File: config.mk
export PLATFORM = sky130hd
export DESIGN_NAME = uart_frame_sched_flat
export DESIGN_NICKNAME = d
export VERILOG_FILES = /design/src/rtl/uart_frame_sched_pkg.sv /design/src/rtl/uart_frame_sched_if.sv /design/src/rtl/uart_frame_sched_rr_arbiter.sv /design/src/rtl/uart_frame_sched.sv /design/src/flat_wrapper.sv
export SDC_FILE = /design/constraint.sdc
export NUM_CORES = 1
export LEC_CHECK = 0
export ABC_AREA = 1
export CAP_MARGIN = 40
export CORE_UTILIZATION = 40
export DETAILED_ROUTE_END_ITERATION = 10
export GPL_ROUTABILITY_DRIVEN = 0
export PLACE_DENSITY = 0.78
export SYNTH_ARGS = -nofsm -noshare
export SYNTH_HDL_FRONTEND = slang
export SYNTH_SLANG_ARGS = --single-unit
File: constraint.sdc
create_clock -name clk -period 1.89 [get_ports clk]
set_clock_uncertainty 0.15 [all_clocks]
set_input_delay 0.378 -clock clk [delete_from_list [all_inputs] [get_ports clk]]
set_output_delay 0.378 -clock clk [all_outputs]
set_load 0.01 [all_outputs]
File: src/rtl/uart_frame_sched_pkg.sv
// Shared types and constants for the UART frame scheduler.
package uart_sched_pkg;

  localparam int BYTE_W = 8;

  typedef enum logic [1:0] {
    IDLE = 2'd0,
    SEND = 2'd1,
    GAP  = 2'd2,
    FIN  = 2'd3
  } state_t;

endpackage

File: src/rtl/uart_frame_sched_if.sv
// Frame-source request bus plus byte-stream handshake toward the UART tx core.
interface uart_frame_sched_if
  import uart_sched_pkg::*;
#(
  parameter int N_SRC       = 2,
  parameter int FRAME_BYTES = 6
);

  logic [N_SRC-1:0]                    req;
  logic [N_SRC*FRAME_BYTES*BYTE_W-1:0] req_data;
  logic [N_SRC-1:0]                    grant;
  logic [N_SRC-1:0]                    done;
  logic                                busy;
  logic [BYTE_W-1:0]                   tx_data;
  logic                                tx_valid;
  logic                                tx_ready;

  modport master (
    output req, req_data, tx_ready,
    input  grant, done, busy, tx_data, tx_valid
  );

  modport slave (
    input  req, req_data, tx_ready,
    output grant, done, busy, tx_data, tx_valid
  );

endinterface

File: src/rtl/uart_frame_sched_rr_arbiter.sv
// Combinational round-robin picker: lowest set request at or above ptr, else lowest overall.
module rr_arbiter #(
  parameter int N  = 2,
  parameter int IW = (N > 1) ? $clog2(N) : 1
) (
  input  logic [N-1:0]  req,
  input  logic [IW-1:0] ptr,
  output logic [N-1:0]  grant,
  output logic [IW-1:0] index
);

  logic [N-1:0] upper;
  logic [N-1:0] cand;

  always_comb begin
    upper = '0;
    for (int i = 0; i < N; i++) begin
      upper[i] = req[i] && (IW'(i) >= ptr);
    end
    cand  = (|upper) ? upper : req;
    grant = '0;
    index = '0;
    // descending scan so the lowest candidate is the one left standing
    for (int i = N - 1; i >= 0; i--) begin
      if (cand[i]) begin
        grant    = '0;
        grant[i] = 1'b1;
        index    = IW'(i);
      end
    end
  end

endmodule

File: src/rtl/uart_frame_sched.sv
// Round-robin frame scheduler feeding one UART tx with paced bytes.
// Optional trailing XOR checksum byte when UART_SCHED_CSUM_EN is defined.
module uart_frame_sched
  import uart_sched_pkg::*;
#(
  parameter int N_SRC       = 2,
  parameter int FRAME_BYTES = 6,
  parameter int GAP_CYCLES  = 52084
) (
  input  logic              clk,
  input  logic              rst,
  uart_frame_sched_if.slave bus
);

  localparam int IW      = $clog2(N_SRC);
  localparam int FRAME_W = FRAME_BYTES * BYTE_W;
  localparam int BI_W    = $clog2(FRAME_BYTES + 1);
  localparam int GAP_W   = (GAP_CYCLES > 0) ? $clog2(GAP_CYCLES + 1) : 1;
`ifdef UART_SCHED_CSUM_EN
  localparam int N_XFER  = FRAME_BYTES + 1;
`else
  localparam int N_XFER  = FRAME_BYTES;
`endif

  state_t              state;
  logic [IW-1:0]       rr_ptr;
  logic [IW-1:0]       win_idx;
  logic [N_SRC-1:0]    win_gnt;
  logic [N_SRC-1:0]    arb_gnt;
  logic [IW-1:0]       arb_idx;
  logic [N_SRC-1:0]    grant_q;
  logic [N_SRC-1:0]    done_q;
  logic                busy_q;
  logic [BYTE_W-1:0]   tx_data_q;
  logic                tx_valid_q;
  logic [FRAME_W-1:0]  frame_buf;
  logic [FRAME_W-1:0]  req_frame;
  logic [BI_W-1:0]     byte_idx;
  logic [BI_W-1:0]     next_idx;
  logic [BYTE_W-1:0]   next_byte;
  logic [GAP_W-1:0]    gap_cnt;
  logic                last_byte;

  rr_arbiter #(.N(N_SRC), .IW(IW)) u_arb (
    .req   (bus.req),
    .ptr   (rr_ptr),
    .grant (arb_gnt),
    .index (arb_idx)
  );

  always_comb begin
    req_frame = '0;
    for (int i = 0; i < N_SRC; i++) begin
      if (arb_gnt[i]) req_frame = bus.req_data[i*FRAME_W +: FRAME_W];
    end
  end

`ifdef UART_SCHED_CSUM_EN
  logic [BYTE_W-1:0] csum;

  always_comb begin
    csum = '0;
    for (int k = 0; k < FRAME_BYTES; k++) csum = csum ^ frame_buf[k*BYTE_W +: BYTE_W];
  end
`endif

  assign next_idx  = byte_idx + 1'b1;
  assign last_byte = (byte_idx == BI_W'(N_XFER - 1));

  always_comb begin
    next_byte = '0;
    for (int k = 0; k < FRAME_BYTES; k++) begin
      if (next_idx == BI_W'(k)) next_byte = frame_buf[k*BYTE_W +: BYTE_W];
    end
`ifdef UART_SCHED_CSUM_EN
    if (next_idx == BI_W'(FRAME_BYTES)) next_byte = csum;
`endif
  end

  always_ff @(posedge clk) begin
    if (rst) begin
      state      <= IDLE;
      rr_ptr     <= '0;
      win_idx    <= '0;
      win_gnt    <= '0;
      grant_q    <= '0;
      done_q     <= '0;
      busy_q     <= 1'b0;
      tx_data_q  <= '0;
      tx_valid_q <= 1'b0;
      frame_buf  <= '0;
      byte_idx   <= '0;
      gap_cnt    <= '0;
    end else begin
      grant_q <= '0;
      done_q  <= '0;
      unique case (state)
        IDLE: begin
          if (|bus.req) begin
            grant_q    <= arb_gnt;
            win_gnt    <= arb_gnt;
            win_idx    <= arb_idx;
            frame_buf  <= req_frame;
            tx_data_q  <= req_frame[BYTE_W-1:0];
            tx_valid_q <= 1'b1;
            busy_q     <= 1'b1;
            byte_idx   <= '0;
            state      <= SEND;
          end
        end
        SEND: begin
          if (tx_valid_q && bus.tx_ready) begin
            if (GAP_CYCLES == 0) begin
              // no pacing: chain straight to the next byte, valid stays high
              if (last_byte) begin
                tx_valid_q <= 1'b0;
                done_q     <= win_gnt;
                state      <= FIN;
              end else begin
                byte_idx  <= next_idx;
                tx_data_q <= next_byte;
              end
            end else begin
              tx_valid_q <= 1'b0;
              gap_cnt    <= GAP_W'(GAP_CYCLES);
              state      <= GAP;
            end
          end
        end
        GAP: begin
          gap_cnt <= gap_cnt - 1'b1;
          if (gap_cnt == GAP_W'(1)) begin
            if (last_byte) begin
              done_q <= win_gnt;
              state  <= FIN;
            end else begin
              byte_idx   <= next_idx;
              tx_data_q  <= next_byte;
              tx_valid_q <= 1'b1;
              state      <= SEND;
            end
          end
        end
        FIN: begin
          busy_q <= 1'b0;
          rr_ptr <= (win_idx == IW'(N_SRC - 1)) ? '0 : win_idx + 1'b1;
          state  <= IDLE;
        end
        default: state <= IDLE;
      endcase
    end
  end

  assign bus.grant    = grant_q;
  assign bus.done     = done_q;
  assign bus.busy     = busy_q;
  assign bus.tx_data  = tx_data_q;
  assign bus.tx_valid = tx_valid_q;

endmodule

File: src/flat_wrapper.sv
// flat-port wrapper written by rule: the top's interface ports become plain ports
module uart_frame_sched_flat import uart_sched_pkg::*;
#(
  parameter int N_SRC       = 2,
  parameter int FRAME_BYTES = 6,
  parameter int GAP_CYCLES  = 52084
)
  (clk, rst, bus_req, bus_req_data, bus_tx_ready, bus_grant, bus_done, bus_busy, bus_tx_data, bus_tx_valid);
  uart_frame_sched_if #(.N_SRC(N_SRC), .FRAME_BYTES(FRAME_BYTES)) bus_i ();
  input  logic clk;
  input  logic rst;
  input wire logic [$bits(bus_i.req)-1:0] bus_req;
  input wire logic [$bits(bus_i.req_data)-1:0] bus_req_data;
  input wire logic [$bits(bus_i.tx_ready)-1:0] bus_tx_ready;
  output wire logic [$bits(bus_i.grant)-1:0] bus_grant;
  output wire logic [$bits(bus_i.done)-1:0] bus_done;
  output wire logic [$bits(bus_i.busy)-1:0] bus_busy;
  output wire logic [$bits(bus_i.tx_data)-1:0] bus_tx_data;
  output wire logic [$bits(bus_i.tx_valid)-1:0] bus_tx_valid;
  assign bus_i.req = bus_req;
  assign bus_i.req_data = bus_req_data;
  assign bus_i.tx_ready = bus_tx_ready;
  assign bus_grant = bus_i.grant;
  assign bus_done = bus_i.done;
  assign bus_busy = bus_i.busy;
  assign bus_tx_data = bus_i.tx_data;
  assign bus_tx_valid = bus_i.tx_valid;
  uart_frame_sched #(.N_SRC(N_SRC), .FRAME_BYTES(FRAME_BYTES), .GAP_CYCLES(GAP_CYCLES)) u_core (.clk(clk), .rst(rst), .bus(bus_i));
endmodule
# Yosys cells after proc, flatten, opt, wreduce, memory -nomap -nowiden
# Index checks and enable logic that the tools add are counted.
[totals]
ff_bits = 87
inputBits = 101
out_inout_bits = 14
elab_cells = 90
[classes]
addsub = 3
n_lt_le_gt_ge = 2
n_eq_ne = 14
muxes = 35
n_bitwise = 5
reduce_logical = 19
[op_table]
columns = ["op", "n"]
rows = [
  ["48-bit 2-to-1 mux", 2],
  ["8-bit 2-to-1 mux", 9],
  ["16-bit case mux with 2 select lines", 1],
  ["16-bit by 1-bit == test with 1-bit output (second input constant)", 1],
  ["16-bit 2-to-1 mux", 1],
  ["8-bit case mux with 2 select lines", 1],
  ["16-bit by 1-bit subtractor with 16-bit output (second input constant)", 1],
  ["2-bit 2-to-1 mux", 7],
  ["3-bit == test (second input constant)", 3],
  ["3-bit 2-to-1 mux", 3],
  ["2-bit case mux with 4 select lines", 1],
  ["1-bit 2-to-1 mux", 7],
  ["3-bit by 2-bit == test with 1-bit output (second input constant)", 2],
  ["2-bit by 1-bit != test with 1-bit output (second input constant)", 3],
  ["3-bit case mux with 2 select lines", 1],
  ["2-bit AND reduction", 3],
  ["2-bit nonzero test", 3],
  ["1-bit inverter", 5],
  ["5-bit AND reduction", 1],
  ["2-bit == test (second input constant)", 2],
  ["4-bit AND reduction", 1],
  ["2-bit OR reduction", 2],
  ["4-bit OR reduction", 1],
  ["3-bit by 1-bit adder with 3-bit output (second input constant)", 1],
  ["13 further kinds", 16],
]

# Logic depth before layout (Yosys ltp)
[depth]
ltp_word = 11
ltp_mapped = 14
ltp_nobuf = 14

# By module
# A second synthesis with hierarchy kept.
[hier_totals]
cells_unflattened = 640
area_unflattened_um2 = 4510.6
[modules_own_cells]
columns = ["module", "instances", "cells_per_inst", "area_per_inst_um2", "seq_area_each_um2"]
rows = [
  ["uart_frame_sched", 1, 635, 4475.5, 1741.7],
  ["rr_arbiter", 1, 5, 35.0, 0.0],
]

# Worst setup path after synthesis
# No wires, ideal clock.
[synth_path]
path_kind = "reg-to-reg"
startpoint = "reg u_core.byte_idx[1]"
endpoint = "reg u_core.tx_data_q[7] (netlist: u_core.bus.tx_data[7])"
setup_ps = 132
t_arrival_ps = 1414
t_required_ps = 1608
setup_slack_ps = 194
path_stages_with_launch = 14
synth_period_minus_slack_ps = 1696
cell_sequence = "dfxtp_1 -> ha_1 -> inv_1 -> nand2_1 -> nand2_1 -> inv_1 -> buf_2 -> nand2_1 -> o21ai_0 -> inv_1 -> nand2_1 -> nand2_1 -> nand2_1 -> a21oi_1"
[synth_between]
elab_chain_len = 11
[synth_rtl]
columns = ["item", "line_no", "text"]
rows = [
  ["from (decl)", "uart_frame_sched.sv:38", "logic [BI_W-1:0] byte_idx;"],
  ["from (signal assigned)", "uart_frame_sched.sv:120", "byte_idx <= next_idx;"],
  ["from (signal assigned)", "uart_frame_sched.sv:137", "byte_idx <= next_idx;"],
  ["3-bit by 1-bit adder with 3-bit output", "uart_frame_sched.sv:67", "assign next_idx = byte_idx + 1'b1;"],
  ["3-bit logical NOT", "uart_frame_sched.sv:73", "if (next_idx == BI_W'(k)) next_byte = frame_buf[k*BYTE_W +: BYTE_W];"],
  ["8-bit 2-to-1 mux (6 in series)", "uart_frame_sched.sv:73", ""],
  ["8-bit 2-to-1 mux", "uart_frame_sched.sv:133", "if (last_byte) begin"],
  ["8-bit 2-to-1 mux", "uart_frame_sched.sv:132", "if (gap_cnt == GAP_W'(1)) begin"],
  ["8-bit case mux with 2 select lines", "uart_frame_sched.sv:97", "unique case (state)"],
  ["to (signal assigned)", "uart_frame_sched.sv:104", "tx_data_q <= req_frame[BYTE_W-1:0];"],
  ["to (signal assigned)", "uart_frame_sched.sv:121", "tx_data_q <= next_byte;"],
  ["to (signal assigned)", "uart_frame_sched.sv:138", "tx_data_q <= next_byte;"],
  ["to (decl)", "uart_frame_sched.sv:34", "logic [BYTE_W-1:0] tx_data_q;"],
]
# Several ways; a longest one is shown, not always the timed one. The select of a mux whose other input is x is not followed.
# A chain may end at the register's enable or synchronous reset.

# Worst setup path after layout
[layout_path]
startpoint = "reg u_core.tx_valid_q (netlist: u_core.bus.tx_valid)"
endpoint = "out bus_tx_valid"
[layout_rtl]
columns = ["item", "line_no", "text"]
rows = [
  ["from (decl)", "uart_frame_sched.sv:35", "logic tx_valid_q;"],
  ["from (signal assigned)", "uart_frame_sched.sv:90", "tx_valid_q <= 1'b0;"],
  ["from (signal assigned)", "uart_frame_sched.sv:105", "tx_valid_q <= 1'b1;"],
  ["from (signal assigned)", "uart_frame_sched.sv:116", "tx_valid_q <= 1'b0;"],
  ["to (decl)", "flat_wrapper.sv:19", "output wire logic [$bits(bus_i.tx_valid)-1:0] bus_tx_valid;"],
]
# No word-level cell between the ends.

==> results.yml <==
pwr:
  ir_drop_uv: 523.4
  power_density_nw_per_um2: 945.0
  comb_power_share: 0.369
  power.total_mw: 5.967
  p_int_mw: 3.796
  switching_power_mw: 2.171
  pwr-share-clk: 0.223
  pwr-share-seq: 0.408
  switching_share: 0.3639
  power_leakage_nw: 2.711
synthesis:
  synthTopCellsByCount: "nand2_1, dfxtp_1, inv_1"
  synthesis.area_sq_um: 4488
  synth-edff-count: 0
  async_reset_ff_frac: 0
  avgSynthCellArea_sq_um: 6.810
  synth_area_leaders: "dfxtp_1, nand2_1, o21ai_0"
  synthCells: 659
  synth-main-ff-cell: "dfxtp_1"
  synth_top_area_frac: 0.3836
  yosys.area.top_type: "dfxtp_1"
  synth_most_common_cell: "nand2_1"
  ys_types: 37
  ys_ff_latch: 86
  synth_nets: 767
  yosysWarnings: 0
  yosysSeqAreaShare: 0.3836
sta:
  slew_viol_final: 0
  hold_viol: 0
  finalSetupViolCount: 0
  setup_ws_ns: 0.05609
  final.setup.tns_ns: 0
  max_freq_mhz: 545.3
  tightest_slew_ns: 0.3199
  max_slew_margin: 0.7840
  finalCritPeriodShare: 0.9703
  finalCriticalPeriod_ns: 1.834
status:
  status: "finished clean"
clocking:
  clkTransAtPathRegs_ns: 0.09
  clkSinkCount: 86
  cts_inserted_buffers: 9
  cts_max_level: 3
  cts_max_path_buffers: 2
  clk_latency_ns: 0.37
  cts_root_buf: "clkbuf_8"
  tritoncts: "yes"
  hold_buffers: 0
setup_path:
  crit_type: "flop to primary output"
  r2r_cells: 10
  startpoint: "u_core.bus.tx_valid$_SDFFE_PP0P_"
  r2r-end: "u_core.bus.tx_data[7]$_SDFFE_PP0P_"
  rrSetupSlack_ns: 0.09
  critPathLaunchType: "flop"
  worstPathCellList: "clkdlybuf4s50_1"
  crit_path_end: "bus_tx_valid"
  crit_fanout: 4
  path_depth: 1
  max_stage_delay_ns: 0.55
  crit_buf_inv: 1
  end_kind: "primary output"
  cp.arrival_ns: 1.31
  worstPathRequired_ns: 1.36
  cp_top_family: "buffers and inverters"
  rr_startpoint: "u_core.byte_idx[0]$_SDFFE_PP0P_"
  slowest_stage: "clkdlybuf4s50_1"
route:
  drc: 0
  wire_per_inst_um: 14.07
  drt_pass1_iterations: 5
  via_count: 4846
  drt_wl_total_mm: 13.10
  drt_iter0_drc: 329
  vias_per_cell: 5.205
  drtAntennaViolNets: 0
hold_path:
  min_path_type: "flop to flop"
finish:
  insertedDiodeCount: 0
  final_cells: 931
  final_nets: 894
  syn2layout_area_growth_pct: 40.70
  drive_gt1_frac: 0.1252
  n_fill_cell: 982
global_route:
  grt_pass1_wl_mm: 21.16
  grt_pass1_vias: 4755
  grt-busiest-layer: "met2"
  grt_max_degree: 69
  grtUsageMet3: 0.03692
  grtUsageMet1: 0.2546
  antenna_found_initial: 0
  track_usage: 0.2296
  grt_use_met2: 0.4254
  grt_overflow: 0
placed_design:
  hpwl_mm: 9.862
  dp.cells: 912
  io_buffers: 114
  dp_slack_ns: -0.3166
floorplan:
  core_sq_um: 10890
  die_w_um: 107.9
  dieHeight_um: 107.9
  start_util: 0.4122
  pin_count: 115
  rows: 38
  die_area_sq_um: 11650
run:
  cap_violations: 0
[worst min-delay path by stage]
| stage | cells past startpoint | slack [ns] | end | start |
|---|---|---|---|---|
| 6_report | 2 | 0.29 | u_core.bus.done[0]$_SDFF_PP0_ | u_core.win_gnt[0]$_SDFFE_PP0P_ |
| 5_1_grt | 2 | 0.30 | u_core.bus.done[0]$_SDFF_PP0_ | u_core.win_gnt[0]$_SDFFE_PP0P_ |
| 4_1_cts | 2 | 0.29 | u_core.bus.done[0]$_SDFF_PP0_ | u_core.win_gnt[0]$_SDFFE_PP0P_ |
| 3_5_place_dp | 2 | 0.28 | u_core.bus.done[0]$_SDFF_PP0_ | u_core.win_gnt[0]$_SDFFE_PP0P_ |
| 3_3_place_gp | 2 | 0.27 | u_core.bus.done[0]$_SDFF_PP0_ | u_core.win_gnt[0]$_SDFFE_PP0P_ |
| 2_1_floorplan | 2 | 0.26 | u_core.bus.done[0]$_SDFF_PP0_ | u_core.win_gnt[0]$_SDFFE_PP0P_ |
[cells in the final DEF (no fill, tap or decap), types with 2 or more instances in the layout]
master	netlist	final
a211oi_1	3	3
a21oi_1	33	29
a21oi_2	0	4
a22o_1	7	7
a31o_2	2	2
a31oi_1	42	42
buf_12	0	6
buf_4	0	30
buf_6	2	4
clkbuf_8	0	9
clkdlybuf4s50_1	0	114
dfxtp_1	86	83
dfxtp_2	0	3
ha_1	7	4
ha_2	0	3
inv_1	76	72
inv_2	3	6
inv_6	0	2
nand2_1	181	175
nand2_2	2	6
nand2_4	0	2
nand3_1	28	28
nand3b_1	6	6
nand4_1	10	10
nor2_1	36	34
nor2_2	2	2
nor2_4	3	5
nor3_1	6	6
o21ai_0	69	69
o21ai_1	2	2
o22ai_1	3	3
or2_2	2	2
[metal layers]
layer,share of wire,up-vias
met4,0.030,0
met3,0.041,34
met2,0.51,140
met5,0,-
met1,0.42,2233
li1,-,2439
[sequential cells by signal, indices dropped and copies added (netlist names)]
register             count
u_core.bus.grant         2
u_core.bus.tx_data       8
u_core.bus.busy          1
u_core.gap_cnt          16
u_core.win_gnt           2
u_core.bus.tx_valid      1
u_core.rr_ptr            1
u_core.frame_buf        48
u_core.bus.done          2
u_core.byte_idx          3
u_core.state             2
[power by group through the flow]
stage / registers [mW] / clock network, mW / logic, mW
after global routing: 2.47 / 1.42 / 2.45
after floorplan: 2.40 / 0 / 1.29
final: 2.43 / 1.33 / 2.20
after detailed placement: 2.47 / 0 / 2.10
after CTS: 2.43 / 1.35 / 2.12
after global placement: 2.45 / 0 / 2.02
[layout make-up]
cell class              count  area, sq um  area share
multi-input cells         455         2362      0.3741
flip-flops and latches     86         1725      0.2732
repair buffers            155         1556      0.2465
inverters                  79        299.0     0.04735
well taps                 140        175.2     0.02774
clock buffers              10        127.6     0.02021
clock inverters             6        68.82     0.01090
[per-stage QoR]
| stage | hold WS [ns] | area (sq um) | utilization |
|---|---|---|---|
| global placement | 0.2741 | 6007 | 0.5517 |
| CTS | 0.2915 | 6203 | 0.5698 |
| global route | 0.3019 | 6315 | 0.5800 |
| floorplan | 0.2588 | 4488 | - |
| finish | 0.2902 | 6315 | 0.5800 |
| detailed placement | 0.2769 | 6007 | 0.5517 |
[cells by family after synthesis]
kind of cell | count (synthesis) | synth area share
simple gates | 283 | 0.2819
compound gates | 165 | 0.2094
buf+inv | 118 | 0.1057
flops | 86 | 0.3836
fa+ha+maj | 7 | 0.01951
[what timing repair did]
action	4_1_cts	5_1_grt
resized for setup	0	31
setup buffers	0	2
endpoints found under the setup margin	0	46
hold endpoints to repair	0	0
Power figures use the tool's default switching activity.
